File: config.mk
export PLATFORM = sky130hd
export DESIGN_NAME = branch_target_predictor
export DESIGN_NICKNAME = d
export VERILOG_FILES = /design/src/rtl/branch_target_predictor.sv
export SDC_FILE = /design/constraint.sdc
export NUM_CORES = 1
export LEC_CHECK = 0
export ABC_AREA = 1
export CORE_ASPECT_RATIO = 1.5
export CORE_MARGIN = 3
export CORE_UTILIZATION = 46
export DETAILED_ROUTE_END_ITERATION = 6
export PLACE_DENSITY = 0.71
export SYNTH_ARGS = -nofsm -noshare
export SYNTH_HDL_FRONTEND = slang
export SYNTH_SLANG_ARGS = --single-unit
export TNS_END_PERCENT = 1
File: constraint.sdc
create_clock -name CLK -period 3.4 [get_ports CLK]
set_input_delay 0.51 -clock CLK [delete_from_list [all_inputs] [get_ports CLK]]
set_output_delay 0.51 -clock CLK [all_outputs]
set_load 0.03 [all_outputs]
File: src/rtl/branch_target_predictor.sv
// Direct-mapped branch target buffer with per-entry saturating direction counters.
// Combinational lookup from the fetch PC; registered training from resolved branches.
module branch_target_predictor #(
  parameter int unsigned ENTRIES = 8,
  parameter int unsigned CTR_W   = 2,
  parameter int unsigned CNT_W   = 16
) (
  input  logic             CLK,
  input  logic             nRST,
  input  logic [31:0]      pc,
  output logic             pred_taken,
  output logic [31:0]      pred_target,
  input  logic             upd_valid,
  input  logic [31:0]      upd_pc,
  input  logic             upd_taken,
  input  logic [31:0]      upd_target,
  input  logic             upd_pred_taken,
  output logic [CNT_W-1:0] correct_cnt,
  output logic [CNT_W-1:0] wrong_cnt
);

  localparam int unsigned IDX_W       = $clog2(ENTRIES);
  localparam int unsigned TAG_W       = 30 - IDX_W;
  localparam int unsigned CtrWeakTInt = 1 << (CTR_W - 1);
  localparam logic [CTR_W-1:0] CtrWeakT  = CTR_W'(CtrWeakTInt);
  localparam logic [CTR_W-1:0] CtrWeakNt = CTR_W'(CtrWeakTInt - 1);
  localparam logic [CTR_W-1:0] CtrMax    = {CTR_W{1'b1}};

  logic             r_valid  [ENTRIES];
  logic [TAG_W-1:0] r_tag    [ENTRIES];
  logic [31:0]      r_target [ENTRIES];
  logic [CTR_W-1:0] r_ctr    [ENTRIES];
  logic [CNT_W-1:0] r_correct;
  logic [CNT_W-1:0] r_wrong;

  logic [IDX_W-1:0] w_idx;
  logic [TAG_W-1:0] w_tag;
  logic             w_hit;
  logic [IDX_W-1:0] w_u_idx;
  logic [TAG_W-1:0] w_u_tag;
  logic             w_u_hit;
  logic [CTR_W-1:0] w_ctr_cur;
  logic [CTR_W-1:0] w_ctr_nxt;
  logic             w_wr_ctr;
  logic             w_wr_tgt;
  logic             w_alloc;
  logic             w_unused_bits;

  // Byte-offset bits of word-aligned addresses carry no information.
  assign w_unused_bits = ^{pc[1:0], upd_pc[1:0]};

  // Lookup path: reads pre-update state, no bypass from the update port.
  assign w_idx       = pc[IDX_W+1:2];
  assign w_tag       = pc[31:IDX_W+2];
  assign w_hit       = r_valid[w_idx] && (r_tag[w_idx] == w_tag);
  assign pred_taken  = w_hit && r_ctr[w_idx][CTR_W-1];
  assign pred_target = pred_taken ? r_target[w_idx] : (pc + 32'd4);

  assign w_u_idx   = upd_pc[IDX_W+1:2];
  assign w_u_tag   = upd_pc[31:IDX_W+2];
  assign w_u_hit   = r_valid[w_u_idx] && (r_tag[w_u_idx] == w_u_tag);
  assign w_ctr_cur = r_ctr[w_u_idx];

  always_comb begin
    w_ctr_nxt = w_ctr_cur;
    w_wr_ctr  = 1'b0;
    w_wr_tgt  = 1'b0;
    w_alloc   = 1'b0;
    if (upd_valid) begin
      if (w_u_hit) begin
        w_wr_ctr = 1'b1;
        if (upd_taken) begin
          w_wr_tgt = 1'b1;
          if (w_ctr_cur != CtrMax) w_ctr_nxt = w_ctr_cur + CTR_W'(1);
        end else begin
          if (w_ctr_cur != '0) w_ctr_nxt = w_ctr_cur - CTR_W'(1);
        end
      end else if (upd_taken) begin
        w_alloc = 1'b1;
      end
    end
  end

  always_ff @(posedge CLK or negedge nRST) begin
    if (!nRST) begin
      for (int i = 0; i < int'(ENTRIES); i++) begin
        r_valid[i]  <= 1'b0;
        r_tag[i]    <= '0;
        r_target[i] <= '0;
        r_ctr[i]    <= CtrWeakNt;
      end
    end else begin
      if (w_alloc) begin
        r_valid[w_u_idx]  <= 1'b1;
        r_tag[w_u_idx]    <= w_u_tag;
        r_target[w_u_idx] <= upd_target;
        r_ctr[w_u_idx]    <= CtrWeakT;
      end else if (w_wr_ctr) begin
        r_ctr[w_u_idx] <= w_ctr_nxt;
        if (w_wr_tgt) r_target[w_u_idx] <= upd_target;
      end
    end
  end

  // Accuracy statistics saturate rather than wrap.
  always_ff @(posedge CLK or negedge nRST) begin
    if (!nRST) begin
      r_correct <= '0;
      r_wrong   <= '0;
    end else if (upd_valid) begin
      if (upd_pred_taken == upd_taken) begin
        if (r_correct != {CNT_W{1'b1}}) r_correct <= r_correct + CNT_W'(1);
      end else begin
        if (r_wrong != {CNT_W{1'b1}}) r_wrong <= r_wrong + CNT_W'(1);
      end
    end
  end

  assign correct_cnt = r_correct;
  assign wrong_cnt   = r_wrong;

endmodule
==> key figures, run 1 <==
Finish
  – Most frequent cells in the layout: 1012 x nand2_1, 520 x dfrtp_1, 466 x o21ai_0
  – Fillers: 5656
  – Area occupied by multi-input gates: 0.01326 mm²
  – Commonest non-fill, non-tap cell in the layout: nand2_1
  – Area Overhead vs Synth: 21.54%
  – Share of cells above drive strength 1: 11.64%
  – Finished Core Util: 56.95%
  – Sequential cell area: 0.01322 mm²
  – Fin nets: 4235

GRT
  – Remaining global-route overflow: 0
  – GRT Resource Usage Total: 27.96%
  – First-pass GRT wire length: 146000 µm
  – Vias in the first global route: 26510
  – Largest net degree at the start of global routing: 116
  – Initial antenna violation count: 10

Clock network
  – Clk sink count: 528
  – Clk pin slew, worst setup/hold paths: 0.06 ns
  – Worst-skew pair later-pin latency: 0.61 ns
  – CTS max path bufs: 3
  – Root Driver: clkbuf_16
  – H-tree depth: 2
  – TritonCTS clock tree: built
  – Clock buffers created by TritonCTS: 51

Detailed routing
  – Drt wl/cell: 18.64 µm
  – Post-DRT Antenna Nets: 0
  – Residual DRC count: 0
  – Drt pass-1 iters: 5
  – Drt total wl: 92500 µm
  – Via count: 27280
  – Via/cell ratio: 5.497
  – 1st-iter DRT viols: 2310

Synthesis
  – FFs w/ async S/R, synth: 100.0%
  – Ys Warns: 0
  – Syn_nets: 4001
  – Dominant synthesized flop cell: dfrtp_1
  – Seq cells post-synth: 528
  – Area contributors post-synth: dfrtp_1 45%, nand2_1 13%, o21ai_0 8.3%
  – Cells after Synth: 3897
  – Post-synth top area cell: dfrtp_1
  – Post-synth EDFFs: 0
  – Share of the synthesized area in the top cell type: 45.14%
  – Register area share after synthesis: 45.87%
  – Yosys cell types: 54
  – Mean Syn Cell Area: 7.398 µm²
  – Synth Cell Area: 0.02883 mm²

Status
  – Failing checks: setup timing
  – Status: finished with violations

Power
  – Leakage power: 16.82 nW
  – PD cells: 529.0 mW/mm²
  – Total chip power: 0.01853 W
  – VDD IR max: 0.0004134 V

Die
  – Initial Util: 46.86%
  – Die span in x: 210.4 µm
  – Die height: 312.6 µm
  – I/O pin count: 166
  – Die area: 0.06577 mm²
  – Std cell rows: 111
  – Core area: 0.06153 mm²

Critical path
  – Worst Path Arrival: 2.94 ns
  – CP Max Fanout: 12
  – WS Path Type: in -> out
  – Critical path startpoint category: input pin
  – Worst path required time: 2.89 ns
  – Crit end category: output pin
  – CP max-delay cell: xor2_1
  – Delay of the slowest critical-path stage: 0.19 ns
  – Crit path cell chain: buf_4, buf_12, buf_12, buf_4, nand3_2, nor2_2, nand3_2, nor2_2, nand2_1, nor2_1, nand3_1, nor2_2, nand4_1, nor2_1, xor2_1, inv_1, nand2_2, nand2_2, inv_2, buf_12

Timing
  – Worst setup margin: -0.05091 ns
  – Max Slew Vio Count: 0
  – Min Tclk post-route: 3.451 ns
  – Rel. slew slack: 51.71%
  – Final Hold Vio Count: 0
  – Worst slew pin tran: 0.7244 ns
  – Final setup fails: 15
  – Clock Skews: 0.01849 ns
  – FMAX: 0.2898 GHz
  – RSZ-0062 raised after global routing: true
  – Fin crit share: 101.5%

Placed design
  – Gpl congestion: 0.9853
  – DPL Wire Length: 64370 µm
  – IO buf count: 163

Worst hold path
  – HP Class: in -> async

Run
  – Max-cap violation count: 0
final cells by class:
class	instances	share of cell area (%)
inverters	382	4.132
multi-input cells	2758	37.86
clock inverters	16	0.5071
diodes	5	0.03571
clock buffers	72	4.239
repair buffers	410	12.67
well taps	791	2.825
flip-flops and latches	528	37.74
synthesized netlist by cell type, types with 6 or more instances:
master and number:
a21oi_1 204, buf_1 14, buf_2 55, buf_4 24, buf_6 25, clkbuf_1 110
dfrtp_1 520, dfstp_2 8, inv_1 371, inv_2 7, nand2_1 1033, nand3_1 201
nand4_1 30, nor2_1 364, nor2_2 6, nor3_1 22, o211ai_1 8, o21a_1 64
o21ai_0 476, o21ai_1 157, o221ai_1 30, o22ai_1 33, xnor2_1 15, xor2_1 50
through the flow:
step                      area [µm²]  instances  setup WS, ns  hold slack (ns)  setup TNS (ns)
final                          35040       4962      -0.05091           0.4564         -0.3286
after global routing           35030       4958       -0.2389           0.4860          -6.015
after CTS                      34970       4957      -0.06745           0.4642         -0.5235
after detailed placement       33010       4865       -0.1910           0.4531          -11.01
after global placement         33010       4865       -0.1930           0.4470          -5.120
after floorplan                28830       3897        0.3624           0.2144               0
cells by family (layout without fill, tap and decap cells):
| logic type | after synthesis | count (layout) | share of synthesized area, % |
|---|---|---|---|
| AO/OA/AOI/OAI | 988 | 988 | 18.48 |
| adder cells (fa/ha/maj) | 3 | 3 | 0.1302 |
| multiplexers | 1 | 1 | 0.03906 |
| flip-flops | 528 | 528 | 45.87 |
| buffers and inverters | 611 | 880 | 9.171 |
| AND/OR/NAND/NOR | 1701 | 1701 | 24.33 |
| other | 0 | 5 | 0 |
| XOR/XNOR | 65 | 65 | 1.975 |
power breakdown:
| part | switching, W | internal [W] | leakage (nW) |
|---|---|---|---|
| sequential | 0.000832 | 0.00765 | 6.44 |
| clock | 0.00251 | 0.00320 | 0.823 |
| combinational | 0.00256 | 0.00179 | 9.55 |
| total | 0.00589 | 0.0126 | 16.8 |
sequential cells by signal (all words and copies together) (netlist names):
name         cells
r_target       256
correct_cnt     16
r_tag          216
r_valid          8
wrong_cnt       16
r_ctr           16
critical path, delay by kind of cell:
kind,cells,cell delay [ns]
and+or+nand+nor,12,1.37
xor gates and xnor gates,1,0.19
buffers and inverters,7,0.84
path summary, 6_finish.rpt:
path	cells past startpoint	slack (ns)	startpoint	to
worst min-delay path	2	0.46	nRST	r_tag[114]
max in group asynchronous	4	1.86	nRST	r_target[253]
worst max register to register	16	0.84	r_tag[91]	r_ctr[5]
worst min register to register	2	0.47	r_valid[5]	r_valid[5]
worst max-delay path	20	-0.05	pc[3]	pred_target[25]
min in group CLK	2	0.47	r_valid[5]	r_valid[5]
layer usage:
| metal | track usage, % | share of wire (%) |
|---|---|---|
| met5 | 0 | 0.086 |
| met4 | 14.55 | 5.5 |
| met3 | 4.559 | 6.8 |
| met2 | 46.26 | 48 |
| met1 | 35.33 | 40 |
timing repair:
item,4_1_cts,5_1_grt
hold buffers,1,0
pin swaps,9,5
buffers inserted,3,0
gates resized for setup,92,16
hold endpoints to repair,39,0
endpoints found under the setup margin,33,33
No activity file was read; power rests on OpenSTA's default activity.
==> run 2: changes to the inputs <==
Settings changed: GPL_TIMING_DRIVEN set to 0, TNS_END_PERCENT 1 to unset.
==> run 2 against run 1 <==
Compared with the run above:
- the run still ends with setup timing left
- routed wire length increased by 42%
- design area increased by 1.4%
- first-iteration DRC count increased by 72%
- clock-buffer cell count increased by 4
- clock power increased by 10%
- register-to-register slack got worse by 0.74 ns
- global-route usage increased by 11 points
- critical path depth decreased by 4
- core utilization increased by 0.78 points
- setup slack got worse by 0.14 ns
- non-clock buffer count increased by 45
- sequential power increased by 0.8%
- critical endpoint is now pred_target[20]
- largest cell class unchanged
==> key figures, run 2 (same netlist as run 1, synthesis figures left out) <==
Status
  – Status: finished with violations
  – Failing checks: setup timing

Timing
  – Setup TNS: -3.943 ns (-3.614 ns)
  – WHS: 0.4065 ns (-0.04984 ns)
  – Worst slew pin tran: 0.8277 ns (+0.1033 ns)
  – Min Tclk post-route: 3.588 ns (+0.1371 ns)
  – Max Slew Vio Count: 0 (unchanged)
  – Worst setup margin: -0.1880 ns (-0.1371 ns)
  – Clock Skews: 0.01822 ns (-0.0002726 ns)
  – FMAX: 0.2787 GHz (-3.8%)
  – Final Hold Vio Count: 0 (unchanged)
  – Rel. slew slack: 44.62% (-7.1 points)
  – Final setup fails: 33 (+18)
  – Fin crit share: 105.5% (+4.0 points)
  – RSZ-0062 raised after global routing: true

Power
  – Logic pwr share: 24.6% (+1.1 points)
  – Switching Power: 0.006673 W (+13%)
  – Net Sw Frac: 33.87% (+2.1 points)
  – Leakage power: 16.78 nW (-0.22%)
  – VDD IR max: 0.0004863 V (+18%)
  – Clock Power Share: 32.0% (+1.2 points)
  – Flop pwr share: 43.4% (-2.4 points)
  – PD cells: 554.7 mW/mm² (+4.9%)
  – Internal cell power: 0.01303 W (+3.1%)

Clock network
  – Clk sink count: 528 (unchanged)
  – Root Driver: clkbuf_16
  – Clk pin slew, worst setup/hold paths: 0.06 ns (about the same)
  – H-tree depth: 2 (unchanged)
  – Clock buffers created by TritonCTS: 52 (+2.0%)
  – TritonCTS clock tree: built
  – Worst-skew pair later-pin latency: 0.64 ns (+0.03 ns)
  – CTS max path bufs: 3 (unchanged)

Critical path
  – WS Path Type: in -> out
  – R2r setup slk: 0.10 ns (-0.74 ns)
  – R2r worst-path depth: 25 (+9)
  – Reg2reg start: r_tag[149]
  – Worst path required time: 2.89 ns (about the same)
  – CP Max Fanout: 10 (-2)
  – Critical path endpoint: pred_target[20]
  – Critical path startpoint category: input pin
  – Worst Path Arrival: 3.08 ns (+0.14 ns)
  – Crit end category: output pin
  – Critical path origin: pc[2]
  – R2R Path End: r_ctr[5]

Detailed routing
  – Drt wl/cell: 26.23 µm (+41%)
  – Residual DRC count: 0 (unchanged)
  – 1st-iter DRT viols: 3968 (+72%)
  – Drt pass-1 iters: 7 (+2)
  – Via count: 30350 (+11%)
  – Via/cell ratio: 6.048 (+10%)
  – Post-DRT Antenna Nets: 0 (unchanged)
  – Drt total wl: 131600 µm (+42%)

GRT
  – GRT Resource Usage Total: 38.97% (+11 points)
  – First-pass GRT wire length: 189500 µm (+30%)
  – Initial antenna violation count: 10 (unchanged)
  – Largest net degree at the start of global routing: 108 (-6.9%)
  – Remaining global-route overflow: 0 (unchanged)
  – Vias in the first global route: 29240 (+10%)

Die
  – Die height: 312.6 µm (unchanged)
  – I/O pin count: 166 (unchanged)
  – Core area: 0.06153 mm² (unchanged)
  – Initial Util: 46.86% (unchanged)
  – Die area: 0.06577 mm² (unchanged)
  – Die span in x: 210.4 µm (unchanged)
  – Std cell rows: 111 (unchanged)

Worst hold path
  – HP Class: in -> async

Finish
  – Area Overhead vs Synth: 23.20%
  – Share of cells above drive strength 1: 14.64% (+3.0 points)
  – Biggest regs: r_target: 256 flops, r_tag: 216 flops
  – Max FFs per register: 256 (unchanged)
  – Finished Layout Cells: 5018 (+1.1%)
  – Most frequent cells in the layout: 954 x nand2_1, 520 x dfrtp_1, 436 x o21ai_0
  – Commonest non-fill, non-tap cell in the layout: nand2_1
  – Fin nets: 4281 (+1.1%)
  – Largest reg by FF count: r_target

Placed design
  – IO buf count: 160 (-1.8%)
  – Cell count after placement: 4853 (-0.25%)
  – Gpl congestion: 1.054 (+7.0%)
  – DPL Wire Length: 94080 µm (+46%)
  – Placement Setup Slack: -2.216 ns (-2.025 ns)

Run
  – Max-cap violation count: 0 (unchanged)
==> run 2: cell count changes in the layout (fill, tap and decap cells not counted), moves of 14 or more <==
| cell | previous run | this run |
|---|---|---|
| buf_4 | 184 | 75 |
| nand2_1 | 1012 | 954 |
| buf_12 | 78 | 21 |
| clkbuf_1 | 8 | 64 |
| buf_6 | 20 | 72 |
| nand2_2 | 23 | 67 |
| clkbuf_2 | 0 | 37 |
| inv_1 | 365 | 333 |
| inv_2 | 12 | 42 |
| o21ai_0 | 466 | 436 |
| buf_2 | 1 | 28 |
| o21ai_1 | 151 | 166 |
| clkbuf_4 | 0 | 14 |
==> run 2: metal layers <==
layer	wire (µm)	track usage, %	vias up
met5	41	0	-
met4	13700	31.71	6
met3	13430	9.178	754
met2	60640	62.87	2038
met1	43800	43.87	14320
li1	-	-	13230
==> run 2: worst min-delay path by stage <==
stage	endpoint	slack, ns	depth (start not counted)
final	correct_cnt[8]	0.41	2
after global placement	r_valid[3]	0.45	2
after detailed placement	r_valid[3]	0.46	2
after global routing	correct_cnt[8]	0.48	2
after floorplan	correct_cnt[0]	0.21	0
after CTS	correct_cnt[8]	0.44	2
==> run 2: power by group through the flow <==
stage	combinational (W)	clock [W]	sequential [W]
global route	0.00531	0.00653	0.00868
floorplan	0.00269	0	0.00847
finish	0.00485	0.00630	0.00855
global placement	0.00424	0	0.00859
detailed placement	0.00436	0	0.00858
CTS	0.00457	0.00629	0.00849
==> run 2: per-stage QoR <==
step	power [W]	area [µm²]	util [%]
2_1_floorplan	0.01116	28830	-
6_report	0.01970	35520	57.73
3_3_place_gp	0.01283	31420	51.07
4_1_cts	0.01935	34630	56.29
5_1_grt	0.02052	35510	57.71
3_5_place_dp	0.01293	31560	51.30
==> run 2: what timing repair did <==
| action | 4_1_cts | 5_1_grt |
|---|---|---|
| setup buffers | 33 | 23 |
| pin swaps | 25 | 60 |
| hold buffers | 1 | 0 |
| hold endpoints to repair | 58 | 0 |
| endpoints found under the setup margin | 272 | 272 |
| gates cloned | 2 | 2 |
| resized for setup | 580 | 205 |
==> run 2: cell type report <==
cell class | instances | area (µm²)
Buffer | 229 | 1742
Fill cell | 5895 | 26010
Sequential cell | 528 | 13220
Multi-Input combinational cell | 2758 | 13890
Inverter | 382 | 1458
Clock inverter | 21 | 276.5
Tap cell | 791 | 989.7
Clock buffer | 76 | 1533
Timing Repair Buffer | 226 | 2385
Antenna cell | 7 | 17.52
==> run 2: critical path, stage by stage <==
cell,delay (ns)
buf_6,0.14
buf_8,0.15
clkbuf_4,0.26
o21ai_0,0.26
nand2_2,0.16
nand2_2,0.12
nand2_1,0.09
nand2_2,0.09
nand4_1,0.11
nor2_1,0.13
nand2_1,0.11
nor2_4,0.20
nand2_8,0.14
buf_12,0.18
o21ai_4,0.23
buf_6,0.17
